$ cat src/rtl/fp_add_sub_arbiter_if.sv
// rtl/fp_add_sub_arbiter_if.sv - request/response bundle for the shared fp add/sub arbiter
interface fp_add_sub_arbiter_if #(
  parameter int N_REQ = 4,
  parameter int ID_W  = 2,
  parameter int CNT_W = 16
);
  logic [N_REQ-1:0]    req_valid;
  logic [N_REQ-1:0]    req_ready;
  logic [32*N_REQ-1:0] req_opd1;
  logic [32*N_REQ-1:0] req_opd2;
  logic [N_REQ-1:0]    req_op;
  logic                rsp_valid;
  logic                rsp_ready;
  logic [ID_W-1:0]     rsp_id;
  logic [31:0]         rsp_res;
  logic [3:0]          rsp_flags;
  logic                busy;
  logic [CNT_W-1:0]    op_count;

  modport master (
    output req_valid, req_opd1, req_opd2, req_op, rsp_ready,
    input  req_ready, rsp_valid, rsp_id, rsp_res, rsp_flags, busy, op_count
  );

  modport slave (
    input  req_valid, req_opd1, req_opd2, req_op, rsp_ready,
    output req_ready, rsp_valid, rsp_id, rsp_res, rsp_flags, busy, op_count
  );
endinterface

$ cat src/rtl/fp_add_sub_arbiter.sv
// rtl/fp_add_sub_arbiter.sv - round-robin arbiter sharing one registered fp add/sub unit
module fp_add_sub_arbiter #(
  parameter int N_REQ = 4,
  parameter int ID_W  = 2,
  parameter int CNT_W = 16
) (
  input  logic                 clk,
  input  logic                 rst_n,
  fp_add_sub_arbiter_if.slave  bus
);
  typedef enum logic [1:0] {IDLE, EXEC, RESP} state_t;

  state_t            state_q, state_d;
  logic [ID_W-1:0]   rr_ptr_q;
  logic [ID_W-1:0]   grant_id;
  logic              grant_any;
  logic [ID_W-1:0]   idx;
  logic [N_REQ-1:0]  grant_oh;
  logic [31:0]       opd1_arr [N_REQ];
  logic [31:0]       opd2_arr [N_REQ];

  logic [31:0]       opd1_q, opd2_q;
  logic              op_q;
  logic [ID_W-1:0]   id_q;
  logic              rsp_valid_q;
  logic [ID_W-1:0]   rsp_id_q;
  logic [31:0]       rsp_res_q;
  logic [3:0]        rsp_flags_q;
  logic [CNT_W-1:0]  op_count_q;

  logic [31:0]       fp_res;
  logic [3:0]        fp_flags;

  always_comb begin
    for (int i = 0; i < N_REQ; i++) begin
      opd1_arr[i] = bus.req_opd1[32*i +: 32];
      opd2_arr[i] = bus.req_opd2[32*i +: 32];
    end
  end

  // First valid requester at or after rr_ptr, wrapping modulo N_REQ.
  always_comb begin
    grant_any = 1'b0;
    grant_id  = '0;
    idx       = '0;
    for (int k = 0; k < N_REQ; k++) begin
      idx = ID_W'((int'(rr_ptr_q) + k) % N_REQ);
      if (!grant_any && bus.req_valid[idx]) begin
        grant_any = 1'b1;
        grant_id  = idx;
      end
    end
  end

  always_comb begin
    grant_oh = '0;
    if (state_q == IDLE && grant_any) grant_oh[grant_id] = 1'b1;
  end

  always_ff @(posedge clk or negedge rst_n) begin
    if (!rst_n) state_q <= IDLE;
    else        state_q <= state_d;
  end

  always_comb begin
    state_d = state_q;
    case (state_q)
      IDLE:    if (grant_any) state_d = EXEC;
      EXEC:    state_d = RESP;
      RESP:    if (bus.rsp_ready) state_d = IDLE;
      default: state_d = IDLE;
    endcase
  end

  always_ff @(posedge clk or negedge rst_n) begin
    if (!rst_n) begin
      rr_ptr_q    <= '0;
      opd1_q      <= '0;
      opd2_q      <= '0;
      op_q        <= 1'b0;
      id_q        <= '0;
      rsp_valid_q <= 1'b0;
      rsp_id_q    <= '0;
      rsp_res_q   <= '0;
      rsp_flags_q <= '0;
      op_count_q  <= '0;
    end else begin
      case (state_q)
        IDLE: if (grant_any) begin
          opd1_q   <= opd1_arr[grant_id];
          opd2_q   <= opd2_arr[grant_id];
          op_q     <= bus.req_op[grant_id];
          id_q     <= grant_id;
          rr_ptr_q <= (grant_id == ID_W'(N_REQ - 1)) ? '0 : grant_id + ID_W'(1);
        end
        EXEC: begin
          rsp_valid_q <= 1'b1;
          rsp_id_q    <= id_q;
          rsp_res_q   <= fp_res;
          rsp_flags_q <= fp_flags;
        end
        RESP: if (bus.rsp_ready) begin
          rsp_valid_q <= 1'b0;
          op_count_q  <= op_count_q + CNT_W'(1);
        end
        default: ;
      endcase
    end
  end

  assign bus.req_ready = grant_oh;
  assign bus.rsp_valid = rsp_valid_q;
  assign bus.rsp_id    = rsp_id_q;
  assign bus.rsp_res   = rsp_res_q;
  assign bus.rsp_flags = rsp_flags_q;
  assign bus.busy      = (state_q != IDLE);
  assign bus.op_count  = op_count_q;

  // Single-precision add/sub: denormal inputs flush to zero, result truncated.
  logic              sa, sb, sl, ss, eff_sub, a_big, sticky, lz_found;
  logic              nan_a, nan_b, inf_a, inf_b, ovf, unf, nan;
  logic [7:0]        ea, eb, el, es, diff;
  logic [30:0]       mag_a, mag_b;
  logic [23:0]       ml, ms;
  logic [26:0]       ms_ext, ms_sh;
  logic [27:0]       sum, norm;
  logic [4:0]        lz;
  logic signed [9:0] exp_n;
  logic              unused_bits;

  always_comb begin
    sa     = opd1_q[31];
    sb     = opd2_q[31] ^ op_q;
    ea     = opd1_q[30:23];
    eb     = opd2_q[30:23];
    nan_a  = (ea == 8'hFF) && (opd1_q[22:0] != 23'd0);
    nan_b  = (eb == 8'hFF) && (opd2_q[22:0] != 23'd0);
    inf_a  = (ea == 8'hFF) && (opd1_q[22:0] == 23'd0);
    inf_b  = (eb == 8'hFF) && (opd2_q[22:0] == 23'd0);
    mag_a  = (ea == 8'h00) ? 31'd0 : opd1_q[30:0];
    mag_b  = (eb == 8'h00) ? 31'd0 : opd2_q[30:0];
    a_big  = (mag_a >= mag_b);
    sl     = a_big ? sa : sb;
    ss     = a_big ? sb : sa;
    el     = a_big ? mag_a[30:23] : mag_b[30:23];
    es     = a_big ? mag_b[30:23] : mag_a[30:23];
    ml     = {el != 8'd0, a_big ? mag_a[22:0] : mag_b[22:0]};
    ms     = {es != 8'd0, a_big ? mag_b[22:0] : mag_a[22:0]};
    diff   = el - es;
    ms_ext = {ms, 3'b000};
    if (diff >= 8'd27) begin
      ms_sh  = '0;
      sticky = |ms_ext;
    end else begin
      ms_sh  = ms_ext >> diff;
      sticky = |(ms_ext & ((27'd1 << diff) - 27'd1));
    end
    ms_sh[0] = ms_sh[0] | sticky;
    eff_sub  = sl ^ ss;
    sum = eff_sub ? ({1'b0, ml, 3'b000} - {1'b0, ms_sh})
                  : ({1'b0, ml, 3'b000} + {1'b0, ms_sh});

    lz       = '0;
    lz_found = 1'b0;
    for (int i = 26; i >= 0; i--) begin
      if (!lz_found && sum[i]) begin
        lz       = 5'(26 - i);
        lz_found = 1'b1;
      end
    end

    if (sum[27]) begin
      norm  = sum >> 1;
      exp_n = $signed({2'b00, el}) + 10'sd1;
    end else begin
      norm  = sum << lz;
      exp_n = $signed({2'b00, el}) - $signed({5'd0, lz});
    end

    ovf    = 1'b0;
    unf    = 1'b0;
    nan    = 1'b0;
    fp_res = {sl, exp_n[7:0], norm[25:3]};
    if (nan_a || nan_b || (inf_a && inf_b && (sa ^ sb))) begin
      fp_res = 32'h7FC0_0000;
      nan    = 1'b1;
    end else if (inf_a) begin
      fp_res = {sa, 8'hFF, 23'd0};
    end else if (inf_b) begin
      fp_res = {sb, 8'hFF, 23'd0};
    end else if (sum == 28'd0) begin
      fp_res = 32'd0;
    end else if (exp_n >= 10'sd255) begin
      fp_res = {sl, 8'hFF, 23'd0};
      ovf    = 1'b1;
    end else if (exp_n <= 10'sd0) begin
      fp_res = {sl, 31'd0};
      unf    = 1'b1;
    end
    fp_flags    = {ovf, unf, nan, fp_res[30:0] == 31'd0};
    unused_bits = ^{norm[27:26], norm[2:0], lz_found};
  end
endmodule
$ cat src/flat_wrapper.sv
// flat-port wrapper written by rule: the top's interface ports become plain ports
module fp_add_sub_arbiter_flat 
#(
  parameter int N_REQ = 4,
  parameter int ID_W  = 2,
  parameter int CNT_W = 16
)
  (clk, rst_n, bus_req_valid, bus_req_opd1, bus_req_opd2, bus_req_op, bus_rsp_ready, bus_req_ready, bus_rsp_valid, bus_rsp_id, bus_rsp_res, bus_rsp_flags, bus_busy, bus_op_count);
  fp_add_sub_arbiter_if #(.N_REQ(N_REQ), .ID_W(ID_W), .CNT_W(CNT_W)) bus_i ();
  input  logic clk;
  input  logic rst_n;
  input wire logic [$bits(bus_i.req_valid)-1:0] bus_req_valid;
  input wire logic [$bits(bus_i.req_opd1)-1:0] bus_req_opd1;
  input wire logic [$bits(bus_i.req_opd2)-1:0] bus_req_opd2;
  input wire logic [$bits(bus_i.req_op)-1:0] bus_req_op;
  input wire logic [$bits(bus_i.rsp_ready)-1:0] bus_rsp_ready;
  output wire logic [$bits(bus_i.req_ready)-1:0] bus_req_ready;
  output wire logic [$bits(bus_i.rsp_valid)-1:0] bus_rsp_valid;
  output wire logic [$bits(bus_i.rsp_id)-1:0] bus_rsp_id;
  output wire logic [$bits(bus_i.rsp_res)-1:0] bus_rsp_res;
  output wire logic [$bits(bus_i.rsp_flags)-1:0] bus_rsp_flags;
  output wire logic [$bits(bus_i.busy)-1:0] bus_busy;
  output wire logic [$bits(bus_i.op_count)-1:0] bus_op_count;
  assign bus_i.req_valid = bus_req_valid;
  assign bus_i.req_opd1 = bus_req_opd1;
  assign bus_i.req_opd2 = bus_req_opd2;
  assign bus_i.req_op = bus_req_op;
  assign bus_i.rsp_ready = bus_rsp_ready;
  assign bus_req_ready = bus_i.req_ready;
  assign bus_rsp_valid = bus_i.rsp_valid;
  assign bus_rsp_id = bus_i.rsp_id;
  assign bus_rsp_res = bus_i.rsp_res;
  assign bus_rsp_flags = bus_i.rsp_flags;
  assign bus_busy = bus_i.busy;
  assign bus_op_count = bus_i.op_count;
  fp_add_sub_arbiter #(.N_REQ(N_REQ), .ID_W(ID_W), .CNT_W(CNT_W)) u_core (.clk(clk), .rst_n(rst_n), .bus(bus_i));
endmodule
$ cat config.mk
export PLATFORM = sky130hd
export DESIGN_NAME = fp_add_sub_arbiter_flat
export DESIGN_NICKNAME = d
export VERILOG_FILES = /design/src/rtl/fp_add_sub_arbiter_if.sv /design/src/rtl/fp_add_sub_arbiter.sv /design/src/flat_wrapper.sv
export SDC_FILE = /design/constraint.sdc
export NUM_CORES = 1
export LEC_CHECK = 0
export BUFFER_PORTS_ARGS = -buffer_cell sky130_fd_sc_hd__buf_2
export CELL_PAD_IN_SITES_DETAIL_PLACEMENT = 2
export CELL_PAD_IN_SITES_GLOBAL_PLACEMENT = 2
export CORE_MARGIN = 4
export CORE_UTILIZATION = 31
export DETAILED_ROUTE_END_ITERATION = 10
export MAX_ROUTING_LAYER = met4
export PLACE_DENSITY = 0.84
export SYNTH_ARGS = -nofsm -noshare
export SYNTH_HDL_FRONTEND = slang
export SYNTH_SLANG_ARGS = --single-unit
$ cat constraint.sdc
create_clock -name clk -period 14.98 [get_ports clk]
set_input_delay 1.498 -clock clk [delete_from_list [all_inputs] [get_ports clk]]
set_output_delay 1.498 -clock clk [all_outputs]
set_load 0.02 [all_outputs]
# Word-level counts from Yosys, hierarchy flattened
# Cells that the tools add are included.
# classes
addsub	11
order_cmp	11
n_eq_ne	7
shift	3
muxes	116
n_bitwise	6
n_reduce_logical	87
# op_table
operator	n
$mux W32	8
$bmux W32 S2	2
$mux W31	4
$mux W5	11
$mux W1	53
$logic_not A23 Y1	2
$mux W23	2
$reduce_bool A23 Y1	2
$logic_and A1 B1 Y1	37
$mux W4	9
$ge A31 B31 Y1	1
$logic_not A31 Y1	1
$logic_not A1 Y1	29
$add A27 B27 Y28	1
$logic_not A28 Y1	1
$mux W28	1
$shl A28 B5 Y26	1
$sub A27 B27 Y28	1
$and A27 B27 Y27	1
$mux W27	1
$reduce_or A27 Y1	1
$shl A1 B8 Y27 const A	1
$shr A27 B8 Y27	1
$sub A27 B1 Y27 const B	1
other kinds (36)	69
# totals
regBits	126
input_bits	267
out_inout_bits	60

# Longest topological paths before layout
# depth
depth_word	102
depth_mapped	73

# Worst setup path after synthesis
# OpenSTA, ideal clock, no wires.
# synth_path
path_kind	register to register
startpoint	register u_core.opd1_q[24]
endpoint	register u_core.rsp_res_q[21], in the netlist u_core.bus.rsp_res[21]
setup_time_ns	0.092
t_arrival_ns	13.615
required_ns	14.888
path_slack_ns	1.274
path_stages_with_launch	71
n_path_buf	12
synth_period_minus_slack_ns	13.706
path_cell_list	dfrtp_1 clkbuf_1 nor4_1 nand2_1 clkbuf_1 nand2_1 inv_1 ha_1 a211oi_1 o21ai_1 o221a_2 o21ai_2 nand2_1 buf_2 buf_2 buf_1 clkbuf_1 clkbuf_1 [35 not listed] inv_2 buf_1 ha_1 nor2b_1 o21ai_0 nand2b_1 a21o_1 a21o_1 a2111o_1 o31ai_1 xor2_1 o2111ai_1 o21ai_0 or3_1 nor2_1 nand3_1 a211o_1 o31ai_2
# synth_between
elab_chain_len	101
elab_cells_between_ends	151
# synth_lines
element	line_no	text
start: declaration	fp_add_sub_arbiter.sv:22	logic [31:0] opd1_q, opd2_q;
start signal: assignment	fp_add_sub_arbiter.sv:90	opd1_q <= opd1_arr[grant_id];
$logic_not A8 Y1	fp_add_sub_arbiter.sv:140	mag_a = (ea == 8'h00) ? 31'd0 : opd1_q[30:0];
$mux W31	fp_add_sub_arbiter.sv:140	
$ge A31 B31 Y1	fp_add_sub_arbiter.sv:142	a_big = (mag_a >= mag_b);
$mux W8 (on tied branches)	fp_add_sub_arbiter.sv:145, fp_add_sub_arbiter.sv:146	
$sub A8 B8 Y8	fp_add_sub_arbiter.sv:149	diff = el - es;
$shl A1 B8 Y27	fp_add_sub_arbiter.sv:156	sticky = |(ms_ext & ((27'd1 << diff) - 27'd1));
$sub A27 B1 Y27	fp_add_sub_arbiter.sv:156	
$and A27 B27 Y27	fp_add_sub_arbiter.sv:156	
[85 not listed]	-	
$mux W10	fp_add_sub_arbiter.sv:172	if (sum[27]) begin
$le A10 B1 Y1	fp_add_sub_arbiter.sv:196	end else if (exp_n <= 10'sd0) begin
$mux W31	fp_add_sub_arbiter.sv:196	
$mux W31	fp_add_sub_arbiter.sv:193	end else if (exp_n >= 10'sd255) begin
$mux W32	fp_add_sub_arbiter.sv:191	end else if (sum == 28'd0) begin
$mux W32	fp_add_sub_arbiter.sv:189	end else if (inf_b) begin
$mux W32	fp_add_sub_arbiter.sv:187	end else if (inf_a) begin
$mux W32 *	fp_add_sub_arbiter.sv:184	if (nan_a || nan_b || (inf_a && inf_b && (sa ^ sb))) begin
end signal: assignment	fp_add_sub_arbiter.sv:99	rsp_res_q <= fp_res;
end: declaration	fp_add_sub_arbiter.sv:27	logic [31:0] rsp_res_q;
# Mark *: on every way between the ends. The rest lies on a longest branch, timed or not.
# A chain may end at the register's enable or synchronous reset.

# Final worst setup path
# layout_path
startpoint	register u_core.opd1_q[27]
endpoint	register u_core.rsp_res_q[21], in the netlist u_core.bus.rsp_res[21]
# Same word-level chain as after synthesis.

==> flow_metrics.env <==
export IMPL_status="finished clean"
export IMPL_area_growth_pct=18.0
export IMPL_syn_area_um2=17200
export IMPL_die_y_um=244
export IMPL_synth_area_leaders="dfrtp_1 (18%), nand2_1 (14%), o21ai_0 (7.8%), ha_1 (6.8%), a21oi_1 (4.5%)"
export IMPL_yosysSeqAreaShare_pct=18.3
export IMPL_drive_gt1_share_pct=18.5
export IMPL_synthesis_nets=2954
export IMPL_dieArea_um2=59500
export IMPL_drt_first_pass_iters=6
export IMPL_fmax_mhz=70.8
export IMPL_critPathCaptureType="flip-flop"
export IMPL_place_inst=3558
export IMPL_crit_path_start_kind="flip-flop"
export IMPL_synthDistinctLibCells=101
export IMPL_r2r_start="u_core.opd1_q[27]$_DFFE_PN0P_"
export IMPL_critPathRequiredTime_ps=15360
export IMPL_cts_tree="built"
export IMPL_worst_slew_pin_slew_ps=1310
export IMPL_die_w_um=244
export IMPL_maxSlewViolCount=0
export IMPL_grt_max_degree=108
export IMPL_gp_congestion=1.03
export IMPL_track_usage_pct=29.1
export IMPL_critPathKind="flip-flop to flip-flop"
export IMPL_hold_buffers=0
export IMPL_via_per_inst=5.83
export IMPL_synth_top_cell_by_area="dfrtp_1"
export IMPL_fin_setup_tns_ps=0
export IMPL_r2r_end="u_core.bus.rsp_res[21]$_DFFE_PN0P_"
export IMPL_startpoint="u_core.opd1_q[27]$_DFFE_PN0P_"
export IMPL_initial_core_util_pct=31.3
export IMPL_cp_depth=61
export IMPL_synth_seq_cells=126
export IMPL_io_buffers=326
export IMPL_finish_net_count=3194
export IMPL_crit_buf_inv=5
export IMPL_cts_buffers=17
export IMPL_synth_edff_count=0
export IMPL_period_share_pct=94.3
export IMPL_grt_first_pass_wirelength_mm=134
export IMPL_cp_max_fo=28
export IMPL_regToRegSetupSlack_ps=860
export IMPL_ant_nets=0
export IMPL_period_minus_slack_ps=14120
export IMPL_gr_total_overflow=0
export IMPL_syn_area_per_cell_um2=6.65
export IMPL_postSynthCellCount=2591
export IMPL_clockBufferDepth=2
export IMPL_endpoint="u_core.bus.rsp_res[21]$_DFFE_PN0P_"
export IMPL_routed_wl_mm=86.1
export IMPL_ios=327
export IMPL_synth_ff_type="dfrtp_1"
export IMPL_hold_viol_final=0
export IMPL_yosysWarnings=0
export IMPL_finClkSkew_ps=10.7
export IMPL_grt_pass1_vias=22600
export IMPL_slew_headroom_pct=11.7
export IMPL_root_buffer="clkbuf_16"
export IMPL_setup_violations=0
export IMPL_synth_async_reset_ratio_pct=100
export IMPL_hpwl_mm=68.9
export IMPL_std_cell_rows=86
export IMPL_first_iter_violations=1539
export IMPL_cts_sinks=126
export IMPL_synth_top_area_share_pct=18.3
export IMPL_clk_latency_ps=470
export IMPL_yosys_top_cells_count="nand2_1 (630), o21ai_0 (269), nor2_1 (164)"
export IMPL_core_area_um2=55100
export IMPL_ff2ff_path_depth=61
export IMPL_htree_num_levels=4
export IMPL_yosysMostFrequentCell="nand2_1"
export IMPL_critical_path_max_stage_delay_ps=520
export IMPL_crit_family="compound AO/OA/AOI/OAI gates"
export IMPL_fin_cells=3595
export IMPL_hp_class="flip-flop to flip-flop"
export IMPL_crit_slowest_cell="or3_1"
export IMPL_drc_errors=0
export IMPL_clk_pin_slew_ps=70
export IMPL_grt_antenna_before_repair=3
export IMPL_dr_total_vias=20900
export IMPL_wire_per_inst_um=24.0
export IMPL_cp_arrival_ps=14500
export IMPL_final_util_pct=36.9
export IMPL_maxCapViolCount=0
## routing by layer
| layer | vias to the layer above | GRT usage (%) | routed length, µm | part of all wire [%] |
|---|---|---|---|---|
| met4 | 0 | 9.52 | 3010 | 3.5 |
| met2 | 640 | 48.7 | 41300 | 48 |
| met5 | - | - | 0 | 0 |
| met3 | 161 | 3.89 | 3810 | 4.4 |
| li1 | 9712 | - | - | - |
| met1 | 10400 | 36.3 | 38000 | 44 |
## final cells by class
class	instances	area, µm²
fill	6765	34800
multi-input combinational	2188	13100
sequential	126	3150
timing repair buffer	395	2160
tap	748	936
clock buffer	21	460
inverter	103	389
clock inverter	11	130
antenna	3	7.51
## through the flow
stage / worst slack [ps] / hold slack (ps) / area (µm²)
floorplan: 1270 / 439 / 17200
global placement: 1610 / 454 / 19700
detailed placement: 651 / 456 / 19700
CTS: 584 / 474 / 20300
global route: -8.30 / 488 / 20300
finish: 857 / 470 / 20300
## flip-flops by register name, summed over array words and instances, names as in the netlist
register / cells
u_core.opd2_q: 32
u_core.bus.rsp_id: 2
u_core.bus.op_count: 16
u_core.bus.rsp_flags: 4
u_core.op_q: 1
u_core.bus.rsp_res: 32
u_core.state_q: 2
u_core.rr_ptr_q: 2
u_core.bus.rsp_valid: 1
u_core.opd1_q: 32
u_core.id_q: 2
## worst min path at each step
stage | start | end | slack (ps) | cells after the start
4_1_cts | u_core.bus.op_count[15]$_DFFE_PN0P_ | u_core.bus.op_count[15]$_DFFE_PN0P_ | 470 | 1
5_1_grt | u_core.bus.op_count[15]$_DFFE_PN0P_ | u_core.bus.op_count[15]$_DFFE_PN0P_ | 490 | 1
3_3_place_gp | u_core.bus.op_count[15]$_DFFE_PN0P_ | u_core.bus.op_count[15]$_DFFE_PN0P_ | 450 | 1
2_1_floorplan | u_core.id_q[0]$_DFFE_PN0P_ | u_core.bus.rsp_id[0]$_DFFE_PN0P_ | 440 | 2
6_report | u_core.bus.op_count[15]$_DFFE_PN0P_ | u_core.bus.op_count[15]$_DFFE_PN0P_ | 470 | 1
3_5_place_dp | u_core.bus.op_count[15]$_DFFE_PN0P_ | u_core.bus.op_count[15]$_DFFE_PN0P_ | 460 | 1
## kinds of logic (layout without fill, tap and decap cells)
family	Yosys count	count (layout)	share of synthesized area, %
xor+xnor	50	50	2.58
flops	126	126	18.3
fa+ha+maj	96	96	7.05
compound gates	731	731	26.8
other cells	0	3	0
buf+inv	277	530	6.32
simple gates	1206	1206	31.7
mux	105	105	7.27
## cells in the final DEF (no fill, tap or decap), types with 15 or more instances in the layout
master and n:
ha_1 94, xnor2_1 31, nand3_1 142, a211oi_1 25, and2_1 21, dfrtp_1 126, inv_1 97, a31oi_1 23
clkbuf_16 17, buf_4 69, xor2_1 16, nand2b_1 24, nor2b_1 25, o21a_1 15, nor2_1 162, o31ai_1 15
mux2_2 18, mux2i_1 72, o22ai_1 15, and3_1 25, a21oi_1 154, o211ai_1 17, o21ai_0 269, nand2_1 629
nor3_1 40, nor4_1 27, nand4_1 36, a21o_1 29, buf_2 325
## repair_timing
item,4_1_cts,5_1_grt
hold endpoints to repair,0,0
gates resized for setup,0,6
setup buffers,0,2
endpoints found under the setup margin,0,27
Power is not shown: default switching activity piles up to over one toggle a cycle in this logic, so the estimate is an artifact.
